### config.mk
export PLATFORM = sky130hd
export DESIGN_NAME = fp_normalize
export DESIGN_NICKNAME = d
export VERILOG_FILES = /design/src/rtl/fp_normalize.sv
export SDC_FILE = /design/constraint.sdc
export NUM_CORES = 1
export LEC_CHECK = 0
export ABC_AREA = 1
export CAP_MARGIN = 15
export CORE_ASPECT_RATIO = 0.7
export CORE_MARGIN = 2
export CORE_UTILIZATION = 56
export DETAILED_ROUTE_END_ITERATION = 16
export HOLD_SLACK_MARGIN = 0.03
export PLACE_DENSITY = 0.84
export SETUP_SLACK_MARGIN = 0.1
export SKIP_LAST_GASP = 1
export SLEW_MARGIN = 20
export SYNTH_ARGS = -nofsm -noshare
export SYNTH_HDL_FRONTEND = slang
export SYNTH_SLANG_ARGS = --single-unit
### constraint.sdc
create_clock -name clk -period 3.5 [get_ports clk]
set_input_delay 0.875 -clock clk [delete_from_list [all_inputs] [get_ports clk]]
set_output_delay 0.875 -clock clk [all_outputs]
set_load 0.05 [all_outputs]
### src/rtl/fp_normalize.sv
// fp_normalize: post-add normalization stage of the FP ALU datapath.
// Takes the raw carry+significand sum, normalizes it one bit per cycle and
// packs an IEEE-754 single-precision word (truncation rounding).
module fp_normalize #(
    parameter int unsigned MANT_W = 24,
    parameter int unsigned EXP_W  = 8
) (
    input  logic                    clk,
    input  logic                    reset,
    input  logic                    in_valid,
    output logic                    in_ready,
    input  logic                    in_sign,
    input  logic [EXP_W-1:0]        in_exp,
    input  logic [MANT_W:0]         in_mant,
    output logic                    out_valid,
    input  logic                    out_ready,
    output logic [EXP_W+MANT_W-1:0] out_result,
    output logic                    out_ovf,
    output logic                    out_unf,
    output logic                    busy
);

    localparam int unsigned FRAC_W = MANT_W - 1;
    localparam int unsigned MAG_W  = EXP_W + FRAC_W;

    localparam logic [EXP_W-1:0] EXP_MAX     = '1;
    localparam logic [EXP_W-1:0] EXP_OVF_LIM = EXP_MAX - EXP_W'(1);
    localparam logic [EXP_W-1:0] EXP_ONE     = EXP_W'(1);

    typedef enum logic [2:0] {
        IDLE,
        CHECK,
        SHIFT,
        PACK,
        DONE
    } state_t;

    state_t                    r_state;
    logic                      r_sign;
    logic [EXP_W-1:0]          r_exp;
    logic [MANT_W:0]           r_mant;
    logic                      r_out_valid;
    logic [EXP_W+MANT_W-1:0]   r_out_result;
    logic                      r_ovf;
    logic                      r_unf;

    // Ready only while idle; reset masks it so nothing is accepted during reset.
    assign in_ready   = (r_state == IDLE) && !reset;
    assign busy       = (r_state != IDLE);
    assign out_valid  = r_out_valid;
    assign out_result = r_out_result;
    assign out_ovf    = r_ovf;
    assign out_unf    = r_unf;

    // Control FSM: classify, normalize one bit per cycle, pack and hand off.
    always_ff @(posedge clk) begin
        if (reset) begin
            r_state      <= IDLE;
            r_sign       <= 1'b0;
            r_exp        <= '0;
            r_mant       <= '0;
            r_out_valid  <= 1'b0;
            r_out_result <= '0;
            r_ovf        <= 1'b0;
            r_unf        <= 1'b0;
        end else begin
            case (r_state)
                IDLE: begin
                    if (in_valid) begin
                        r_sign  <= in_sign;
                        r_exp   <= in_exp;
                        r_mant  <= in_mant;
                        r_state <= CHECK;
                    end
                end

                CHECK: begin
                    if (r_exp == EXP_MAX) begin
                        // Infinite/NaN exponent in: saturate to signed infinity.
                        r_out_result <= {r_sign, EXP_MAX, FRAC_W'(0)};
                        r_ovf        <= 1'b1;
                        r_unf        <= 1'b0;
                        r_state      <= DONE;
                    end else if (r_mant == '0) begin
                        // Exact cancellation always yields +0.
                        r_out_result <= '0;
                        r_ovf        <= 1'b0;
                        r_unf        <= 1'b0;
                        r_state      <= DONE;
                    end else if (r_exp == '0) begin
                        r_out_result <= {r_sign, MAG_W'(0)};
                        r_ovf        <= 1'b0;
                        r_unf        <= 1'b1;
                        r_state      <= DONE;
                    end else if (r_mant[MANT_W]) begin
                        if (r_exp == EXP_OVF_LIM) begin
                            r_out_result <= {r_sign, EXP_MAX, FRAC_W'(0)};
                            r_ovf        <= 1'b1;
                            r_unf        <= 1'b0;
                            r_state      <= DONE;
                        end else begin
                            // Carry out: one right shift, LSB truncated.
                            r_mant  <= r_mant >> 1;
                            r_exp   <= r_exp + EXP_ONE;
                            r_state <= PACK;
                        end
                    end else if (r_mant[MANT_W-1]) begin
                        r_state <= PACK;
                    end else begin
                        r_state <= SHIFT;
                    end
                end

                SHIFT: begin
                    if (r_exp == EXP_ONE) begin
                        // Next shift would need exponent 0: flush to signed zero.
                        r_out_result <= {r_sign, MAG_W'(0)};
                        r_ovf        <= 1'b0;
                        r_unf        <= 1'b1;
                        r_state      <= DONE;
                    end else begin
                        r_mant <= r_mant << 1;
                        r_exp  <= r_exp - EXP_ONE;
                        if (r_mant[MANT_W-2]) begin
                            r_state <= PACK;
                        end
                    end
                end

                PACK: begin
                    r_out_result <= {r_sign, r_exp, r_mant[FRAC_W-1:0]};
                    r_ovf        <= 1'b0;
                    r_unf        <= 1'b0;
                    r_state      <= DONE;
                end

                DONE: begin
                    // Raise valid one cycle after the result settles, hold until taken.
                    if (!r_out_valid) begin
                        r_out_valid <= 1'b1;
                    end else if (out_ready) begin
                        r_out_valid <= 1'b0;
                        r_state     <= IDLE;
                    end
                end

                default: begin
                    r_state <= IDLE;
                end
            endcase
        end
    end

endmodule

### Word-level counts from Yosys, hierarchy flattened

Cells that the tools add are included.

| word-level totals | value |
|---|---|
| logic and storage cells | 95 |
| memories | 0 |
| bits in registers | 72 |
| input bits | 38 |
| memory bits (writable) | 0 |
| bits in latches | 0 |
| output and inout port bits | 37 |
| memory bits (read-only) | 0 |

| cells by class | value |
|---|---|
| add/subtract/negate cells | 2 |
| $mul | 0 |
| multiplexer cells | 51 |
| reduce and logical (&&, ||, !) cells | 13 |
| shift operators | 0 |
| order comparisons | 0 |
| equal/unequal tests | 20 |
| bitwise gates (word level) | 0 |
| div/mod/pow operators | 0 |

Operators with widths:

| operator | count |
|---|---|
| $mux W32 | 6 |
| $mux W25 | 7 |
| $pmux W32 S3 | 1 |
| $pmux W25 S3 | 1 |
| $mux W8 | 7 |
| $mux W3 | 10 |
| $logic_not A25 Y1 | 1 |
| $pmux W8 S3 | 1 |
| $ne A2 B2 Y1 const B | 10 |
| $eq A8 B8 Y1 const B | 2 |
| $mux W1 | 15 |
| $pmux W3 S5 | 1 |
| $ne A5 B5 Y1 const B | 2 |
| $reduce_bool A3 Y1 | 3 |
| $add A8 B1 Y8 const B | 1 |
| $eq A8 B1 Y1 const B | 1 |
| $logic_not A8 Y1 | 1 |
| $reduce_and A4 Y1 | 2 |
| $reduce_and A8 Y1 | 1 |
| $sub A8 B1 Y8 const B | 1 |
| $eq A3 B2 Y1 const B | 2 |
| $pmux W1 S3 | 2 |
| $reduce_and A6 Y1 | 1 |
| $eq A3 B1 Y1 const B | 1 |
| other kinds (6) | 6 |

### Logic depth before layout (Yosys ltp)

| depth | value |
|---|---|
| depth after elaboration | 7 |
| gate-level depth with buffers | 13 |
| depth with buffers taken out | 12 |

### Worst setup path before layout

Ideal clock, no wire load.

| timing | value |
|---|---|
| kind | input -> output |
| start point | input port reset |
| end point | output port in_ready |
| buffers on the path | 1 |
| arrival | 1716 ps |
| stages on the path | 2 |
| data required time | 2625 ps |
| setup slack | 909 ps |
| cell sequence | clkbuf_1 nor2_1 |

| on the way | value |
|---|---|
| cells in the longest elaborated chain, start to end | 2 |

Ends and longest elaborated chain:

| what | line | text |
|---|---|---|
| from (decl) | 9 | `input logic reset,` |
| $logic_not A1 Y1 | 48 | `assign in_ready = (r_state == IDLE) && !reset;` |
| $logic_and A1 B1 Y1 | 48 |  |
| to (decl) | 11 | `output logic in_ready,` |

No other way between the ends.

### Worst setup path after layout

| timing | value |
|---|---|
| start point | register r_state[1] |
| end point | output port busy |

| on the way | value |
|---|---|
| cells in the longest elaborated chain, start to end | 1 |

Ends and longest elaborated chain:

| what | line | text |
|---|---|---|
| from (decl) | 38 | `state_t r_state;` |
| from (signal assigned) | 58 | `r_state <= IDLE;` |
| from (signal assigned) | 73 | `r_state <= CHECK;` |
| from (signal assigned) | 83 | `r_state <= DONE;` |
| $reduce_bool A3 Y1 | 49 | `assign busy = (r_state != IDLE);` |
| to (decl) | 20 | `output logic busy` |

No other way between the ends.

==> key figures <==
Timing
  – Final Cycle Share: 82.28%
  – Slew HR: approximately half
  – Max Clk Rate: approximately 350 MHz
  – Fin Clk Skew: around 5.8 ps
  – Endpoints failing hold: 0
  – Worst hold-check slack: between 400 and 500 ps
  – Number of pins exceeding their max-slew limit in the final report: 0
  – Final sum of negative setup slack: 0 ps
  – Worst Tran Pin Value: 760.5 ps
  – Clock period minus final worst setup slack: 2880 ps
  – RSZ-0062 raised after global routing: no
  – Final-report setup violation count: 0

CTS
  – Worst-path clk slew: about 80 ps
  – TritonCTS clock tree: yes
  – Clock H-tree levels: 3
  – Clock sink count: ~70
  – Buffer count from post-CTS setup fixing: 0
  – Number of buffers between clock root and the deepest sink: 2
  – Number of buffers inserted by hold repair at cts: 0
  – # resized after CTS: 0
  – Number of buffers inserted during clock tree synthesis: 9
  – Skew-Pair Late Insertion Delay: 360 ps
  – Clock tree root buffer cell: clkbuf_8

Setup path
  – Crit Path Class: reg2out
  – CP max FO: 6
  – Nature of the critical path startpoint: flip-flop
  – Critical Path Sink Type: output pin
  – Launching element of the worst setup path: r_state[1]
  – Data arrival time at the worst-slack endpoint: approximately 2000 ps
  – Number of cells traversed by the worst register-to-register path: 12
  – Required time of the critical path: approximately 2600 ps
  – Launching point of the worst reg2reg path: r_exp[0]

Floorplan
  – Number of placement rows: 26
  – Die Area: ~0.0085 mm2
  – Height of the die: approximately 80 um
  – X dimension of the die: 109.3 um
  – I/O pin total: between 70 and 80
  – Starting Density: ~59%
  – Core outline area: roughly 0.0074 mm2

Min path
  – Class of the tightest hold or removal check: reg2reg
  – Number of stages on the worst hold path: 2
  – Hold_sp: out_result[12]

Power and ir drop
  – Total net switching power: 2.670 mW
  – Design internal power: roughly 2.4 mW
  – Sequential share of power: about a quarter
  – Switching Share: 52.92%
  – Largest vdd supply drop: about 0.42 mV
  – Share of total power in combinational logic: approximately three fifths
  – Ratio of total power to cell area: about 970 mW/mm2
  – Total power: 5.044 mW
  – Cell leakage power: approximately 2.4 nW
  – Fraction of power consumed by the clock network: a little over an eighth

Place
  – Count of input and output buffers: between 70 and 80
  – HPWL after detailed placement: between 8000 and 9000 um
  – Final weighted congestion of routability-driven global placement: just over 0.9
  – Total placed cells including tap cells: roughly 850

Detailed routing
  – Final WL: between 10000 and 15000 um
  – Count of vias placed by the detailed router: around 4600
  – Post-route DRC: 0
  – Average wire per cell in the routed design: ~13 um
  – DRC marker count from the first detailed-route iteration: about 480
  – Number of iterations in the first detailed-routing pass: 6
  – Average vias per placed instance: approximately 5.3
  – ANT nets after route: 0

Run
  – Max-capacitance violation count: 0

Global route
  – Maximum number of pins on one net before global-route repair: 61
  – Overall track demand over capacity in global routing: approximately 28%
  – Number of global-route vias before repair: 4026
  – Number of antenna violations at the first check in global routing: 0
  – Global-route wire length before repair: roughly 19000 um
  – Sum of overflow across all layers after global routing: 0

Cells and area
  – Layout Cells excl Fill: about 860
  – Filler instances: between 600 and 700
  – Sequential cell area: roughly 0.0014 mm2
  – Count of inserted antenna diode cells: 0
  – Ratio of cells with drive above 1 in the final layout: roughly 8.5%
  – Combined area of the multi-input logic cells: about 0.0024 mm2
  – Final Core Density: between 70% and 80%
  – Layout Area Growth over Synthesis: 20.05%
  – Number of nets in the layout: approximately 800

Run status
  – Result of the run: finished, final reports clean

Synthesis
  – Sequential-to-total area share from yosys stat: between 30% and 40%
  – Multiplexer area fraction after synthesis: 0%
  – Register bit total from synthesis: 72
  – Simple-gate share of the synthesized area: a little under half
  – Fraction of synthesis flops using an asynchronous set or reset pin: 0%
  – Average cell area after synthesis: 6.171 um2
  – Compound-gate portion of the synthesized area: around 8.3%
  – Post-synth top flop: dfxtp_1
  – Syn Nets: between 700 and 800
  – Share of the synthesized netlist area taken by xor and xnor gates: less than 1%
  – Count of different cell masters after synthesis: 33
  – Arithmetic-cell share of the synthesized area counting full adders, half adders and majority gates: 1.152%
  – Post-synthesis cell count: approximately 700
  – Count of flip-flops with a built-in enable after synthesis: 0
  – Post-synthesis cell area: 0.004344 mm2
  – Yosys warning count: 0
  – Combinational family with the most area after synthesis: simple AND/OR/NAND/NOR gates
path summary, 6_finish.rpt:
check / end / slack, ps
max: busy / 620
min: out_result[12] / 470
min reg2reg: out_result[12] / 470
max reg2reg: out_result[22] / 890
cell usage after synthesis, types with 2 or more instances:
master | n | area (um2)
o211ai_1 | 4 | 30.03
inv_2 | 7 | 26.28
buf_4 | 5 | 37.54
a21oi_1 | 11 | 55.05
nor2_2 | 23 | 143.9
nand4_1 | 4 | 25.02
o221ai_1 | 22 | 192.7
nand4_4 | 2 | 42.54
buf_1 | 2 | 7.510
nand2_1 | 231 | 867.1
nor2_4 | 2 | 22.52
clkbuf_1 | 10 | 37.54
ha_1 | 4 | 50.05
nor3_1 | 4 | 20.02
dfxtp_1 | 72 | 1441
o21ai_0 | 10 | 50.05
o21ai_1 | 2 | 10.01
buf_2 | 8 | 40.04
buf_6 | 9 | 101.4
nor2_1 | 141 | 529.3
nand2_2 | 4 | 25.02
inv_1 | 64 | 240.2
clkinv_1 | 2 | 7.510
nand3_1 | 52 | 260.3
layout by cell type (no fill, tap or decap), types with 2 or more instances in the layout:
cell type / Yosys / layout
nand2_1: 231 / 231
nor2_1: 141 / 141
clkdlybuf4s50_1: 0 / 73
dfxtp_1: 72 / 72
inv_1: 64 / 64
nand3_1: 52 / 52
nor2_2: 23 / 23
o221ai_1: 22 / 22
a21oi_1: 11 / 11
o21ai_0: 10 / 10
clkbuf_8: 0 / 9
inv_2: 7 / 7
buf_4: 5 / 5
nor3_1: 4 / 4
nand2_2: 4 / 4
o211ai_1: 4 / 4
nand4_1: 4 / 4
ha_1: 4 / 4
nor2_4: 2 / 2
clkinv_1: 2 / 2
nand4_4: 2 / 2
o21ai_1: 2 / 2
clkinv_4: 0 / 2
critical path, stage by stage (launching register included):
cell	delay (ps)
dfxtp_1	480
nor2_1	80
inv_1	90
nor2_1	70
inv_1	120
clkdlybuf4s50_1	810
through the flow:
step / setup WS [ps] / cell area [um2]
global placement: 845.4 / 5011
floorplan: 908.7 / 4344
CTS: 614.5 / 5215
detailed placement: 809.5 / 5011
finish: 620.1 / 5215
global route: 525.7 / 5215
area by class of cell:
type	count	share of cell area (%)
Clock inverter	7	1.536
Multi-Input combinational cell	524	45.99
Clock buffer	9	2.375
Sequential cell	72	27.64
Tap cell	98	2.351
Inverter	74	5.374
Timing Repair Buffer	78	14.73
flip-flops by register name (all words and copies together), names as in the netlist:
name,flops
r_state,3
out_valid,1
out_unf,1
r_sign,1
r_mant,25
out_ovf,1
out_result,32
r_exp,8
kinds of logic (layout without fill, tap and decap cells):
kind of cell / Yosys count / after routing
and+or+nand+nor: 467 / 467
buffers and inverters: 108 / 168
DFF: 72 / 72
AOI/OAI and AO/OA: 52 / 52
adders and majority gates: 4 / 4
xor gates and xnor gates: 1 / 1
routing by layer:
metal / track usage, % / share of wire [%] / vias up
met4: 7.722 / 0.94 / 0
li1: - / - / 2307
met5: 0 / 0 / -
met2: 38.51 / 40 / 241
met1: 44.31 / 48 / 2033
met3: 6.723 / 11 / 14
power by group through the flow:
stage | sequential (mW) | clock (mW) | combinational [mW]
5_1_grt | 1.36 | 0.734 | 3.40
3_3_place_gp | 1.34 | 0 | 2.90
4_1_cts | 1.33 | 0.692 | 3.00
6_report | 1.34 | 0.684 | 3.02
3_5_place_dp | 1.35 | 0 | 2.98
2_1_floorplan | 1.59 | 0 | 2.17
Note: power is estimated with default switching activity, not from simulation.
